**src/rtl/prog_loader_pkg.sv**
```systemverilog
// rtl/prog_loader_pkg.sv - shared states, widths and length encoding for prog_loader
package prog_loader_pkg;

  typedef enum logic [2:0] {
    ST_IDLE = 3'd0,
    ST_LEN  = 3'd1,
    ST_DATA = 3'd2,
    ST_CSUM = 3'd3,
    ST_DONE = 3'd4,
    ST_ERR  = 3'd5
  } state_t;

  localparam int DEF_ADDR_W = 8;
  localparam int DEF_DATA_W = 8;

  // The length field is one byte; a value of zero stands for a full 256-byte image.
  localparam int LEN_W = 8;
  localparam int CNT_W = LEN_W + 1;
  localparam logic [CNT_W-1:0] LEN_ZERO_COUNT = 9'd256;

  localparam int CSUM_W = 8;

  // Convert the raw length byte into the number of payload bytes to expect.
  function automatic logic [CNT_W-1:0] len_to_count(input logic [LEN_W-1:0] len);
    return (len == '0) ? LEN_ZERO_COUNT : {1'b0, len};
  endfunction

endpackage

```
**src/rtl/prog_loader_csum.sv**
```systemverilog
// rtl/prog_loader_csum.sv - 8-bit additive image checksum (clear/add/check)
module prog_loader_csum
  import prog_loader_pkg::*;
(
  input  logic              clk,
  input  logic              reset,
  input  logic              clear,
  input  logic              add_en,
  input  logic [CSUM_W-1:0] add_byte,
  input  logic [CSUM_W-1:0] trailer,
  output logic              match
);

  logic [CSUM_W-1:0] sum;
  logic [CSUM_W-1:0] total;

  // Running mod-256 sum of the length byte and every payload byte.
  always_ff @(posedge clk or negedge reset) begin
    if (!reset) begin
      sum <= '0;
    end else if (clear) begin
      sum <= '0;
    end else if (add_en) begin
      sum <= sum + add_byte;
    end
  end

  // The trailer is chosen by the image builder so that the whole image sums to zero.
  always_comb begin
    total = sum + trailer;
    match = (total == '0);
  end

endmodule

```
**src/rtl/prog_loader.sv**
```systemverilog
// rtl/prog_loader.sv - streams a length-prefixed program image into instruction RAM; PROG_LOADER_CHECKSUM_EN adds a trailing checksum byte
module prog_loader
  import prog_loader_pkg::*;
#(
  parameter int                ADDR_W    = DEF_ADDR_W,
  parameter int                DATA_W    = DEF_DATA_W,
  parameter logic [ADDR_W-1:0] BASE_ADDR = '0
) (
  input  logic              clk,
  input  logic              reset,
  input  logic              start,
  input  logic              in_valid,
  input  logic [DATA_W-1:0] in_data,
  output logic              in_ready,
  output logic              write_req,
  output logic [ADDR_W-1:0] w_addr,
  output logic [DATA_W-1:0] w_data,
  output logic              cpu_hold,
  output logic              done,
  output logic              err
);

  state_t            state;
  state_t            state_nxt;
  logic [CNT_W-1:0]  cnt;
  logic [ADDR_W-1:0] addr;
  logic              beat;
  logic              last_data;
  logic              can_start;
  logic              csum_ok;

  assign beat      = in_valid & in_ready;
  assign last_data = (cnt == CNT_W'(1));
  assign can_start = (state == ST_IDLE) || (state == ST_DONE) || (state == ST_ERR);

`ifdef PROG_LOADER_CHECKSUM_EN
  logic csum_clear;
  logic csum_add;

  assign csum_clear = start && can_start;
  assign csum_add   = beat && ((state == ST_LEN) || (state == ST_DATA));

  prog_loader_csum u_csum (
    .clk      (clk),
    .reset    (reset),
    .clear    (csum_clear),
    .add_en   (csum_add),
    .add_byte (in_data[CSUM_W-1:0]),
    .trailer  (in_data[CSUM_W-1:0]),
    .match    (csum_ok)
  );
`else
  assign csum_ok = 1'b1;
`endif

  // State register; reset aborts any load in progress immediately.
  always_ff @(posedge clk or negedge reset) begin
    if (!reset) begin
      state <= ST_IDLE;
    end else begin
      state <= state_nxt;
    end
  end

  // Next-state and state-decoded outputs; every transition out of a load state needs a beat.
  always_comb begin
    state_nxt = state;
    in_ready  = 1'b0;
    cpu_hold  = 1'b0;
    done      = 1'b0;
    err       = 1'b0;
    unique case (state)
      ST_IDLE: begin
        if (start) state_nxt = ST_LEN;
      end
      ST_LEN: begin
        in_ready = 1'b1;
        cpu_hold = 1'b1;
        if (beat) state_nxt = ST_DATA;
      end
      ST_DATA: begin
        in_ready = 1'b1;
        cpu_hold = 1'b1;
        if (beat && last_data) begin
`ifdef PROG_LOADER_CHECKSUM_EN
          state_nxt = ST_CSUM;
`else
          state_nxt = ST_DONE;
`endif
        end
      end
      ST_CSUM: begin
        in_ready = 1'b1;
        cpu_hold = 1'b1;
        if (beat) state_nxt = csum_ok ? ST_DONE : ST_ERR;
      end
      ST_DONE: begin
        done = 1'b1;
        if (start) state_nxt = ST_LEN;
      end
      ST_ERR: begin
`ifdef PROG_LOADER_CHECKSUM_EN
        err = 1'b1;
`endif
        if (start) state_nxt = ST_LEN;
      end
      default: begin
        state_nxt = ST_IDLE;
      end
    endcase
  end

  // Byte counter, write address and the registered RAM write port.
  always_ff @(posedge clk or negedge reset) begin
    if (!reset) begin
      cnt       <= '0;
      addr      <= '0;
      write_req <= 1'b0;
      w_addr    <= '0;
      w_data    <= '0;
    end else begin
      write_req <= 1'b0;
      if (beat && (state == ST_LEN)) begin
        cnt  <= len_to_count(in_data[LEN_W-1:0]);
        addr <= BASE_ADDR;
      end
      if (beat && (state == ST_DATA)) begin
        write_req <= 1'b1;
        w_addr    <= addr;
        w_data    <= in_data;
        addr      <= addr + ADDR_W'(1);
        cnt       <= cnt - CNT_W'(1);
      end
    end
  end

endmodule
```
**config.mk**
```make
export PLATFORM = sky130hd
export DESIGN_NAME = prog_loader
export DESIGN_NICKNAME = d
export VERILOG_FILES = /design/src/rtl/prog_loader_pkg.sv /design/src/rtl/prog_loader_csum.sv /design/src/rtl/prog_loader.sv
export SDC_FILE = /design/constraint.sdc
export NUM_CORES = 1
export LEC_CHECK = 0
export BUFFER_PORTS_ARGS = -buffer_cell sky130_fd_sc_hd__buf_4
export CAP_MARGIN = 20
export CORE_MARGIN = 2
export CORE_UTILIZATION = 55
export DETAILED_ROUTE_END_ITERATION = 6
export GPL_ROUTABILITY_DRIVEN = 0
export PLACE_DENSITY = 0.89
export SYNTH_ARGS = -nofsm -noshare
export SYNTH_HDL_FRONTEND = slang
export SYNTH_HIERARCHICAL = 1
export SYNTH_SLANG_ARGS = --single-unit
```
**constraint.sdc**
```tcl
create_clock -name clk -period 2.6 [get_ports clk]
set_clock_uncertainty 0.15 [all_clocks]
set_input_delay 0.13 -clock clk [delete_from_list [all_inputs] [get_ports clk]]
set_output_delay 0.13 -clock clk [all_outputs]
set_load 0.03 [all_outputs]
```
---- Word-level counts from Yosys, hierarchy flattened ----
Cells that the tools add are included.
storage, ports and cells
  register bits after elaboration ......... 37
  input bits .............................. 12
  output and inout port bits .............. 21
  logic and storage cells ................. 41
cells by class
  add/subtract/negate cells ............... 2
  equal/unequal tests ..................... 10
  mux-type cells .......................... 13
  bitwise operators ....................... 1
  reductions and logical operators ........ 9
operators by type and width
  cell                                                  number
  two-way mux 9 bit                                     3
  two-way mux 8 bit                                     2
  two-way mux 3 bit                                     4
  case mux 3 bit (4 select lines)                       1
  equality test 9 x 1 -> 1 bit (second input constant)  1
  subtractor 9 x 1 -> 9 bit (second input constant)     1
  adder 8 x 1 -> 8 bit (second input constant)          1
  logical NOT 8 bit                                     1
  equality test 3 x 2 -> 1 bit (second input constant)  2
  equality test 3 bit (second input constant)           2
  != test 2 bit (second input constant)                 3
  OR reduction 3 bit                                    2
  AND reduction 4 bit                                   1
  equality test 3 x 1 -> 1 bit (second input constant)  1
  logical AND 1 bit                                     3
  logical NOT 3 bit                                     1
  two-way mux 1 bit                                     3
  != test 2 x 1 -> 1 bit (second input constant)        1
  nonzero test 2 bit                                    1
  bitwise AND 1 bit                                     1

---- Longest topological paths before layout ----
Gate-level depths: netlist (run 1).
  word-level depth ........................ 7
  gate-level depth with buffers ........... 8
  gate-level depth less buffers ........... 5

---- Least setup slack after synthesis (run 1) ----
No wires, ideal clock.
  kind .................................... register -> register
  start point ............................. reg state[2]
  end point ............................... reg cnt[8]
  setup time .............................. 118 ps
  data arrival time ....................... 1423 ps
  data required time ...................... 2332 ps
  setup slack ............................. 909 ps
  cell stages (with the launch flop) ...... 9
  buffers on the path ..................... 3
  clock period less this slack ............ 1691 ps
  cell sequence ........................... dfrtp_1 -> buf_6 -> nand4bb_1 -> buf_2 -> inv_4 -> buf_8 -> nand2_4 -> o31ai_2 -> o2bb2a_4
on the way
  longest elaborated chain between the ends .. 6
  elaborated cells between the ends (all ways) .. 10
  classes of those cells .................. 3 x eq/ne; 2 x mux; 1 x bitwise; 4 x reduce/logical
ends and longest elaborated chain
  element                                                     RTL line                                RTL
  start, declared                                             prog_loader.sv:23                       state_t state;
  start signal, assigned                                      prog_loader.sv:61                       state <= state_nxt;
  equality test 3 x 1 -> 1 bit, or another cell as far along  prog_loader.sv:72, prog_loader.sv:123
  OR reduction 3 bit (no line)                                --
  two-way mux 1 bit                                           prog_loader.sv:72                       unique case (state)
  bitwise AND 1 bit                                           prog_loader.sv:32                       assign beat = in_valid & in_ready;
  logical AND 1 bit, on equally long branches                 prog_loader.sv:127, prog_loader.sv:123
  two-way mux 9 bit or nonzero test 2 bit (tied branches)     --
  end signal, assigned                                        prog_loader.sv:124                      cnt <= len_to_count(in_data[LEN_W-1:0]);
  end signal, assigned                                        prog_loader.sv:132                      cnt <= cnt - CNT_W'(1);
  end, declared                                               prog_loader.sv:25                       logic [CNT_W-1:0] cnt;
Several ways; a longest one is shown, not always the timed one.
A chain may end at the register's enable or synchronous reset.

---- Final worst setup path (run 1) ----
  start point ............................. reg state[2]
  end point ............................... reg cnt[7]
The elaborated chain is that of the path after synthesis.

==> impl_results.md, run 1 <==
* Status: complete, no violations
* Clock Sink Count at 37
* Buffer and inverter count on the worst path at 1
* CP max FO at 30
* Die Width at 60.58 um
* Yosys top cell by area: dfrtp_1
* Area of the die at between 0.003 and 0.004 mm2
* Critical path class: reg2reg
* Max-slew violations at 0
* Count of final hold-check violations at 0
* Syn Std Cell Area at 0.001760 mm2
* Number of global-route vias before repair at roughly 1400
* Pwr/cell area at between 1000 and 1500 mW/mm2
* Worst setup SP type: flop
* Syn_nets at 204
* Data arrival, critical path at 2070 ps
* GRT Util Overall at 0.2263
* DR pass1 iterations at 4
* Largest net degree at the start of global routing at 38
* Rel. slew slack at 0.6535
* Drt initial violations at 54
* Peak VDD IR at about 670 uV
* Routed wire per std cell at 13.39 um
* Syn Inst Count at 189
* Share of the synthesized area in the top cell type at 0.5259
* Top cells by area, synth: dfrtp_1, nand2_1, nor2_1
* Final ANT Viol Nets at 0
* Final Util at 0.7061
* Clock buffer count from CTS at 5
* Crit end category: flop
* CP max stage cell: dfrtp_1
* Worst R2R End: cnt[7]$_DFFE_PN0P_
* Share of cells above drive strength 1 at 0.1991
* Residual DRC count at 0
* Final setup fails at 0
* Placed instance count at roughly 260
* Final WS setup at roughly 600 ps
* Crit-path max cell delay at 490 ps
* Clk pin slew, worst setup/hold paths at 110 ps
* RSZ-0062 raised after global routing: false
* First-pass GRT wire length at 6009 um
* Diode count at 0
* Post-synth cell types at 40
* Via count at 1505
* Max_cap viols at 0
* H-tree levels at 2
* Post-detail-place hpwl at between 2000 and 2500 um
* Synthesis-to-finish area growth at 22.46%
* Top delay family on crit path: simple AND/OR/NAND/NOR gates
* Fmax achieved at 0.4990 GHz
* Initial antenna violation count at 0
* R2R Setup Slk at 600 ps
* Clock latency on the worst-skew pair at 350 ps
* Minimum clock period at 2004 ps
* Tot Pwr at 2.220 mW
* Finished Layout Cells at ~280
* Synth warn at 6
* Nets@finish at roughly 250
* Die height at 60.58 um
* Post-synthesis sequential area ratio at 0.5259
* Crit path depth at 5
* Starting density of the core at 0.5766
* CP Cell Sequence: nand4bb_1, inv_4, nand2_1, o311ai_0, nand3_1
* Hold Crit Class: in2async
* Final period utilization at 0.7708
* WP data required at 2670 ps
* I/O pin cnt at 33
* Vias per inst at 5.473
* Leakage power total at 1.095 nW
* DRT Wirelength at approximately 3700 um
* Total congestion overflow at 0
* Root buf cell: clkbuf_4
* Core area at between 0.003 and 0.004 mm2
* Worst r2r src: state[2]$_DFFE_PN0P_
* Num rows at 20
* Port Buffer Count at 31
* CTS Buffer Depth at 2
* Yosys reg bits at 37
* CTS-repair resized insts at 0
* Post-placement setup slack at 676.0 ps
* Actual slew at the worst max-slew pin at between 500 and 600 ps
* CTS tree: built
* Worst R2R Path Depth at 5
* Synth Area per Inst at ~9.3 um2
* Final setup TNS at 0 ps
[stage by stage]
step,instance area (um2),hold WS (ps)
floorplan,1760,-315.6
global placement,1994,-41.63
detailed placement,1994,-38.13
CTS,2156,120.1
global route,2156,147.2
finish,2156,106.9
[power by group]
group	switching, mW	leakage (nW)	total, mW	internal (mW)
sequential	0.170	0.483	0.929	0.759
clock	0.188	0.0320	0.291	0.103
combinational	0.628	0.580	1.00	0.372
[what timing repair did]
action,CTS,global route
buffers inserted,0,0
endpoints found under the hold margin,56,0
hold buffers,11,0
endpoints found under the setup margin,0,0
[layout make-up]
type                       count  area [um2]
fill                         236       897.1
timing repair buffer          44       357.8
clock buffer                   6       41.29
clock inverter                 2       10.01
sequential                    37       925.9
inverter                       4       17.52
multi-input combinational    138       748.2
tap                           44       55.05
[layer usage]
| layer | share of wire | GRT usage |
|---|---|---|
| met4 | 0.021 | 0.07453 |
| met2 | 0.49 | 0.3748 |
| met3 | 0.080 | 0.07889 |
| met5 | 0 | 0 |
| met1 | 0.41 | 0.2783 |
[placed cells by master (no fill, tap or decap), drive strengths merged, types with 3 or more instances in the layout]
| cell type | Yosys | routed |
|---|---|---|
| mux2i | 3 | 3 |
| and3 | 3 | 3 |
| inv | 4 | 4 |
| dlygate4sd3 | 0 | 11 |
| nor4 | 3 | 3 |
| dfrtp | 37 | 37 |
| clkbuf | 2 | 6 |
| nand2 | 65 | 65 |
| o211ai | 3 | 3 |
| ha | 3 | 3 |
| nor2 | 15 | 15 |
| nand3 | 7 | 7 |
| o21ai | 9 | 9 |
| a21oi | 3 | 3 |
| buf | 8 | 33 |
[sequential cells by signal, summed over array words and instances, names as in the netlist]
signal,cells
addr,8
cnt,9
write_req,1
w_data,8
state,3
w_addr,8
[cells in the mapped netlist, drive strengths merged]
| cell | count |
|---|---|
| or4 | 1 |
| a221o | 2 |
| nor4 | 3 |
| dfrtp | 37 |
| and3 | 3 |
| mux2i | 3 |
| nor2 | 15 |
| nand2 | 65 |
| a21oi | 3 |
| a41oi | 1 |
| xor2 | 1 |
| inv | 4 |
| clkbuf | 2 |
| nand2b | 1 |
| o21ai | 9 |
| o31ai | 2 |
| o311ai | 2 |
| conb | 1 |
| nand4 | 2 |
| o2bb2a | 1 |
| nor3 | 2 |
| nand4bb | 1 |
| a22o | 2 |
| buf | 8 |
| xnor2 | 1 |
| o211ai | 3 |
| nand3 | 7 |
| ha | 3 |
| and2 | 1 |
| a32oi | 2 |
| nor4bb | 1 |
[logic make-up (layout without fill, tap and decap cells)]
family	count (synthesis)	in the layout	synth area share
and+or+nand+nor	102	102	0.2587
DFF	37	37	0.5259
AOI/OAI and AO/OA	27	27	0.1159
buffers and inverters	14	56	0.04904
adders and majority gates	3	3	0.02132
muxes	3	3	0.01706
xor gates and xnor gates	2	2	0.009952
other	1	1	0.002130
[worst max path at each step]
stage | from | slack [ps] | end
2_1_floorplan | state[2]$_DFFE_PN0P_ | 910 | cnt[8]$_DFFE_PN0P_
3_3_place_gp | state[2]$_DFFE_PN0P_ | 730 | cnt[7]$_DFFE_PN0P_
4_1_cts | state[2]$_DFFE_PN0P_ | 640 | cnt[7]$_DFFE_PN0P_
3_5_place_dp | state[2]$_DFFE_PN0P_ | 680 | cnt[7]$_DFFE_PN0P_
5_1_grt | state[2]$_DFFE_PN0P_ | 370 | cnt[7]$_DFFE_PN0P_
6_report | state[2]$_DFFE_PN0P_ | 600 | cnt[7]$_DFFE_PN0P_
Power figures use the tool's default switching activity.
==> run 2, diff against run 1 <==
--- a/config.mk
+++ b/config.mk
@@ -5,6 +5,7 @@
 export SDC_FILE = /design/constraint.sdc
 export NUM_CORES = 1
 export LEC_CHECK = 0
+export ABC_AREA = 1
 export BUFFER_PORTS_ARGS = -buffer_cell sky130_fd_sc_hd__buf_4
 export CAP_MARGIN = 20
 export CORE_MARGIN = 2
==> constraint.sdc (replaced) <==
create_clock -name clk -period 1.87 [get_ports clk]
set_clock_uncertainty 0.15 [all_clocks]
set_input_delay 0.0935 -clock clk [delete_from_list [all_inputs] [get_ports clk]]
set_output_delay 0.0935 -clock clk [all_outputs]
set_load 0.03 [all_outputs]
==> impl_results.md, run 2 <==
* Starting density of the core at 0.5665
* Largest register FFs at 9
* Final period utilization at 0.8714
* I/O pin cnt at 33
* Synthesis-to-finish area growth at 23.00%
* Clock buffer count from CTS at 5
* Total congestion overflow at 0
* Syn_nets at 255
* Area of the die at between 0.003 and 0.004 mm2
* Placed instance count at around 320
* Sequential power share at 0.382
* CTS tree: built
* Routed wire per std cell at about 12 um
* Most numerous cell in the Yosys netlist: nand2_1
* Logic pwr share at 0.493
* Number of global-route vias before repair at between 1500 and 2000
* HP Start: start
* Die Width at 62.16 um
* Setup Buffers After CTS at 0
* Internal power at 1.841 mW
* Top reg by flops: cnt
* Hold_buf cts at 10
* Hold Crit Class: in2reg
* Post-synthesis sequential area ratio at 0.4976
* DR pass1 iterations at 4
* Switching Share at 0.4614
* Synth Area per Inst at 7.752 um2
* Status: complete, no violations
* Share of cells above drive strength 1 at 0.1847
* Share of the synthesized area in the top cell type at 0.4976
* Residual DRC count at 0
* Syn Std Cell Area at 0.001861 mm2
* Largest net degree at the start of global routing at 38
* Num rows at 21
* Yosys reg bits at 37
* Via count at about 1700
* Clk pin slew, worst setup/hold paths at 120 ps
* Fmax achieved at 0.6137 GHz
* Peak VDD IR at 917.5 uV
* Core area at 0.003284 mm2
* Synth warn at 6
* Yosys top cell by area: dfrtp_1
* H-tree levels at 2
* Nets@finish at 301
* Data arrival, critical path at about 1800 ps
* DRT Wirelength at 4061 um
* Worst r2r src: state[1]$_DFFE_PN0P_
* Clock latency on the worst-skew pair at between 300 and 400 ps
* GRT Util Overall at 0.2369
* Post-synth cell types at 24
* Minimum clock period at 1630 ps
* Final setup TNS at 0 ps
* Vias per inst at a little over 5
* Diode count at 0
* WP data required at approximately 2000 ps
* Pwr/cell area at ~1500 mW/mm2
* Worst setup SP type: flop
* Initial antenna violation count at 0
* Die height at between 60 and 70 um
* Asr flop ratio synth at 1.000
* Finished Layout Cells at 333
* Post-synth EDFFs at 0
* RSZ-0062 raised after global routing: false
* Top cells by area, synth: dfrtp_1, nand2_1, nand3_1
* Sw Pwr at between 1.5 and 2 mW
* Critical path class: reg2reg
* Count of final hold-check violations at 0
* Dominant synthesized flop cell: dfrtp_1
* Worst R2R Path Depth at 7
* Commonest cells after routing, fill and taps aside: nand2_1, dfrtp_1, buf_4
* CP max FO at 15
* Drt initial violations at 82
* Hold path cells at 6
* Final setup fails at 0
* Syn Inst Count at 240
* WHS Endpoint: state[2]$_DFFE_PN0P_
* Post-detail-place hpwl at 2831 um
* CTS Buffer Depth at 2
* First-pass GRT wire length at 7203 um
* CTS-repair resized insts at 0
* Post-synth top cells: nand2_1, dfrtp_1, inv_1, nor2_1, nand3_1
* Leakage power total at 1.176 nW
* Crit end category: flop
* Worst R2R End: cnt[8]$_DFFE_PN0P_
* Port Buffer Count at 31
* Final ANT Viol Nets at 0
* Max-slew violations at 0
* Max_cap viols at 0
* R2R Setup Slk at 240 ps
* Clock power share at 0.125
* Root buf cell: clkbuf_4
* Clock Sink Count at 37
* Most common cell after layout, fill and taps aside: nand2_1
==> run 2: cell count changes after synthesis, sizes merged, moves of 3 or more <==
cell and change:
o21ai +8, nor3 +3, and3 -3, inv +26, nor2 +14, mux2i -3
nor4 -3, nand2 +10, nand3 +17
==> run 2: how the worst max path moves through the flow <==
stage	from	endpoint	slack [ps]
global route	state[0]$_DFFE_PN0P_	cnt[5]$_DFFE_PN0P_	120
finish	state[1]$_DFFE_PN0P_	cnt[8]$_DFFE_PN0P_	240
floorplan	state[1]$_DFFE_PN0P_	in_ready	350
CTS	state[1]$_DFFE_PN0P_	cnt[8]$_DFFE_PN0P_	230
detailed placement	state[1]$_DFFE_PN0P_	cnt[8]$_DFFE_PN0P_	260
global placement	state[1]$_DFFE_PN0P_	cnt[8]$_DFFE_PN0P_	300
==> run 2: worst max-delay path, cell delays in order, from the launching register on <==
cell and delay [ps]:
dfrtp_1 460, inv_2 80, nor2_2 100, nand2_1 90, nor2_4 210, buf_4 250, nand3_1 100, a21oi_1 130
==> run 2: power by group through the flow <==
stage | registers (mW) | logic, mW | clock network, mW
after global routing | 1.35 | 1.87 | 0.468
after floorplan | 1.58 | 0.849 | 0
after global placement | 1.30 | 1.62 | 0
after CTS | 1.30 | 1.69 | 0.426
after detailed placement | 1.31 | 1.66 | 0
final | 1.31 | 1.68 | 0.426
==> run 2: metrics by stage <==
step             util  hold slack, ps  setup slack, ps  power [mW]  area (um2)
2_1_floorplan       -          -352.1            353.8       2.433        1861
3_3_place_gp   0.6495          -71.47            301.0       2.924        2133
3_5_place_dp   0.6495          -69.95            263.5       2.976        2133
4_1_cts        0.6968           16.96            233.4       3.416        2288
5_1_grt        0.6968           65.17            116.3       3.681        2288
6_report       0.6968           2.390            240.4       3.417        2288
==> run 2: final cells by class <==
type | count | area (um2)
clock buffer | 5 | 37.54
clock inverter | 3 | 17.52
fill | 252 | 996.0
inverter | 30 | 112.6
multi-input combinational | 166 | 767.0
sequential | 37 | 925.9
tap | 46 | 57.56
timing repair buffer | 46 | 370.4
==> run 2: kinds of logic (layout without fill, tap and decap cells) <==
logic type / after synthesis / in the layout / share of synthesized area
buf+inv: 37 / 84 / 0.09011
flops: 37 / 37 / 0.4976
other cells: 1 / 1 / 0.002016
simple gates: 134 / 134 / 0.3046
xor+xnor: 2 / 2 / 0.009417
compound gates: 26 / 26 / 0.07599
fa+ha+maj: 3 / 3 / 0.02018
==> run 2: metal layers <==
layer	wire, um	share of wire	track usage	vias to the layer above
li1	-	-	-	846
met1	1838	0.45	0.2982	766
met2	1893	0.47	0.3845	65
met3	244	0.060	0.06522	12
met4	85	0.021	0.1056	0
met5	0	0	0	-
==> run 3, diff against run 2 <==
--- a/config.mk
+++ b/config.mk
@@ -12,7 +12,7 @@
 export CORE_UTILIZATION = 55
 export DETAILED_ROUTE_END_ITERATION = 6
 export GPL_ROUTABILITY_DRIVEN = 0
-export PLACE_DENSITY = 0.89
+export PLACE_DENSITY = 0.79
 export SYNTH_ARGS = -nofsm -noshare
 export SYNTH_HDL_FRONTEND = slang
 export SYNTH_HIERARCHICAL = 1
==> impl_results.md, run 3 (synthesis results as in run 2) <==
* Post-detail-place hpwl at 2805 um
* Total congestion overflow at 0
* Setup Buffers After CTS at 0
* Sw Pwr at 1.544 mW
* DRT Wirelength at 3995 um
* Area occupied by registers at ~930 um2
* H-tree levels at 2
* Status: finished with violations
* Pwr/cell area at 1497 mW/mm2
* Top reg by flops: cnt
* WP data required at 1970 ps
* Max-slew violations at 0
* Final ANT Viol Nets at 0
* CP max FO at 15
* R2R Setup Slk at 190 ps
* Fmax achieved at roughly 0.60 GHz
* Critical path class: reg2reg
* CTS tree: built
* Root buf cell: clkbuf_4
* Max_cap viols at 0
* Clock latency on the worst-skew pair at 350 ps
* Multi-input gate area at between 700 and 800 um2
* Number of global-route vias before repair at 1626
* Worst r2r src: state[1]$_DFFE_PN0P_
* Peak VDD IR at 845.9 uV
* Synthesis-to-finish area growth at 24.21%
* Hold Crit Class: in2reg
* RSZ-0062 raised after global routing: false
* Area of the die at 0.003864 mm2
* Leakage power total at 1.192 nW
* Final period utilization at 0.8981
* Switching Share at 0.4465
* GRT Util Overall at 0.2370
* Die Width at 62.16 um
* Clock power share at 0.138
* Largest net degree at the start of global routing at 38
* Data arrival, critical path at 1780 ps
* Setup crit end: addr[5]$_DFFE_PN0P_
* Largest register FFs at 9
* Sequential power share at 0.378
* Count of final hold-check violations at 1
* Commonest cells after routing, fill and taps aside: nand2_1, dfrtp_1, buf_4
* Failing checks: negative hold slack
* Diode count at 0
* Share of cells above drive strength 1 at 0.1875
* Initial antenna violation count at 0
* Port Buffer Count at 31
* Routed wire per std cell at about 12 um
* Clock buffer count from CTS at 5
* Clk pin slew, worst setup/hold paths at 110 ps
* Drt initial violations at around 100
* Minimum clock period at 1679 ps
* Final WS setup at 190.6 ps
* Most common cell after layout, fill and taps aside: nand2_1
* Clock Sink Count at 37
* Vias per inst at around 5
* CP Launch Point: state[1]$_DFFE_PN0P_
* Crit end category: flop
* Worst R2R End: addr[5]$_DFFE_PN0P_
* Num rows at 21
* Residual DRC count at 0
* Worst hold margin at -3.467 ps
* Core area at 0.003284 mm2
* Worst R2R Path Depth at 7
* Starting density of the core at 0.5665
* Internal power at 1.914 mW
* Final setup TNS at 0 ps
* FILL cells at about 280
* Final setup fails at 0
* Nets@finish at 302
* Tot Pwr at 3.458 mW
* DR pass1 iterations at 4
* Die height at roughly 62 um
* Via count at 1643
* Post-placement setup slack at ~200 ps
* I/O pin cnt at 33
* Logic pwr share at 0.484
* Worst setup SP type: flop
* CTS Buffer Depth at 2
* HP Start: start
* First-pass GRT wire length at 7093 um
==> run 3: changes by cell type in the layout (fill, tap and decap cells not counted) <==
cell / change
buf_4: +1
clkinv_2: -1
clkinvlp_4: -1
clkbuf_8: +2
==> run 3: repair_timing <==
item / CTS / global route
hold endpoints to repair: 55 / 0
hold buffers: 10 / 0
gates resized for setup: 0 / 0
==> run 3: critical path, cell delays in order, from the launching register on <==
cell	delay, ps
dfrtp_1	440
inv_2	70
nor2_2	100
nand2_1	90
nor2_4	310
nand2_1	160
nor3_1	170
nor2_1	80
==> run 3: metal layers <==
metal,vias up,GRT usage,part of all wire
li1,846,-,-
met4,0,0.1222,0.026
met2,43,0.3668,0.44
met3,12,0.05254,0.043
met1,742,0.3148,0.49
met5,-,0,0
==> run 3: worst min path at each step <==
stage	endpoint	cells after the start	slack [ps]
after CTS	state[2]$_DFFE_PN0P_	6	4
after floorplan	addr[0]$_DFFE_PN0P_	0	-350
final	state[2]$_DFFE_PN0P_	6	-3
after detailed placement	w_data[2]$_DFFE_PN0P_	1	-70
after global routing	state[2]$_DFFE_PN0P_	6	20
after global placement	write_req$_DFF_PN0_	1	-70
==> run 3: layout make-up <==
cell class	instances	share of cell area
Clock buffer	7	0.02815
Clock inverter	1	0.002166
Inverter	30	0.04873
Multi-Input combinational cell	166	0.3319
Sequential cell	37	0.4006
Tap cell	46	0.02491
Timing Repair Buffer	47	0.1635
==> run 3: power groups by stage <==
stage / registers, mW / clock network, mW / logic, mW
finish: 1.31 / 0.478 / 1.67
global route: 1.35 / 0.532 / 1.86
CTS: 1.30 / 0.487 / 1.68
detailed placement: 1.31 / 0 / 1.66
global placement: 1.31 / 0 / 1.63
floorplan: 1.58 / 0 / 0.849
==> run 3: per-stage QoR <==
| stage | std cells | hold slack, ps | instance area [um2] | utilization |
|---|---|---|---|---|
| 2_1_floorplan | 240 | -352.1 | 1861 | - |
| 3_3_place_gp | 316 | -72.99 | 2141 | 0.6518 |
| 3_5_place_dp | 316 | -68.26 | 2141 | 0.6518 |
| 4_1_cts | 334 | 4.385 | 2311 | 0.7036 |
| 5_1_grt | 334 | 24.53 | 2311 | 0.7036 |
| 6_report | 334 | -3.467 | 2311 | 0.7036 |
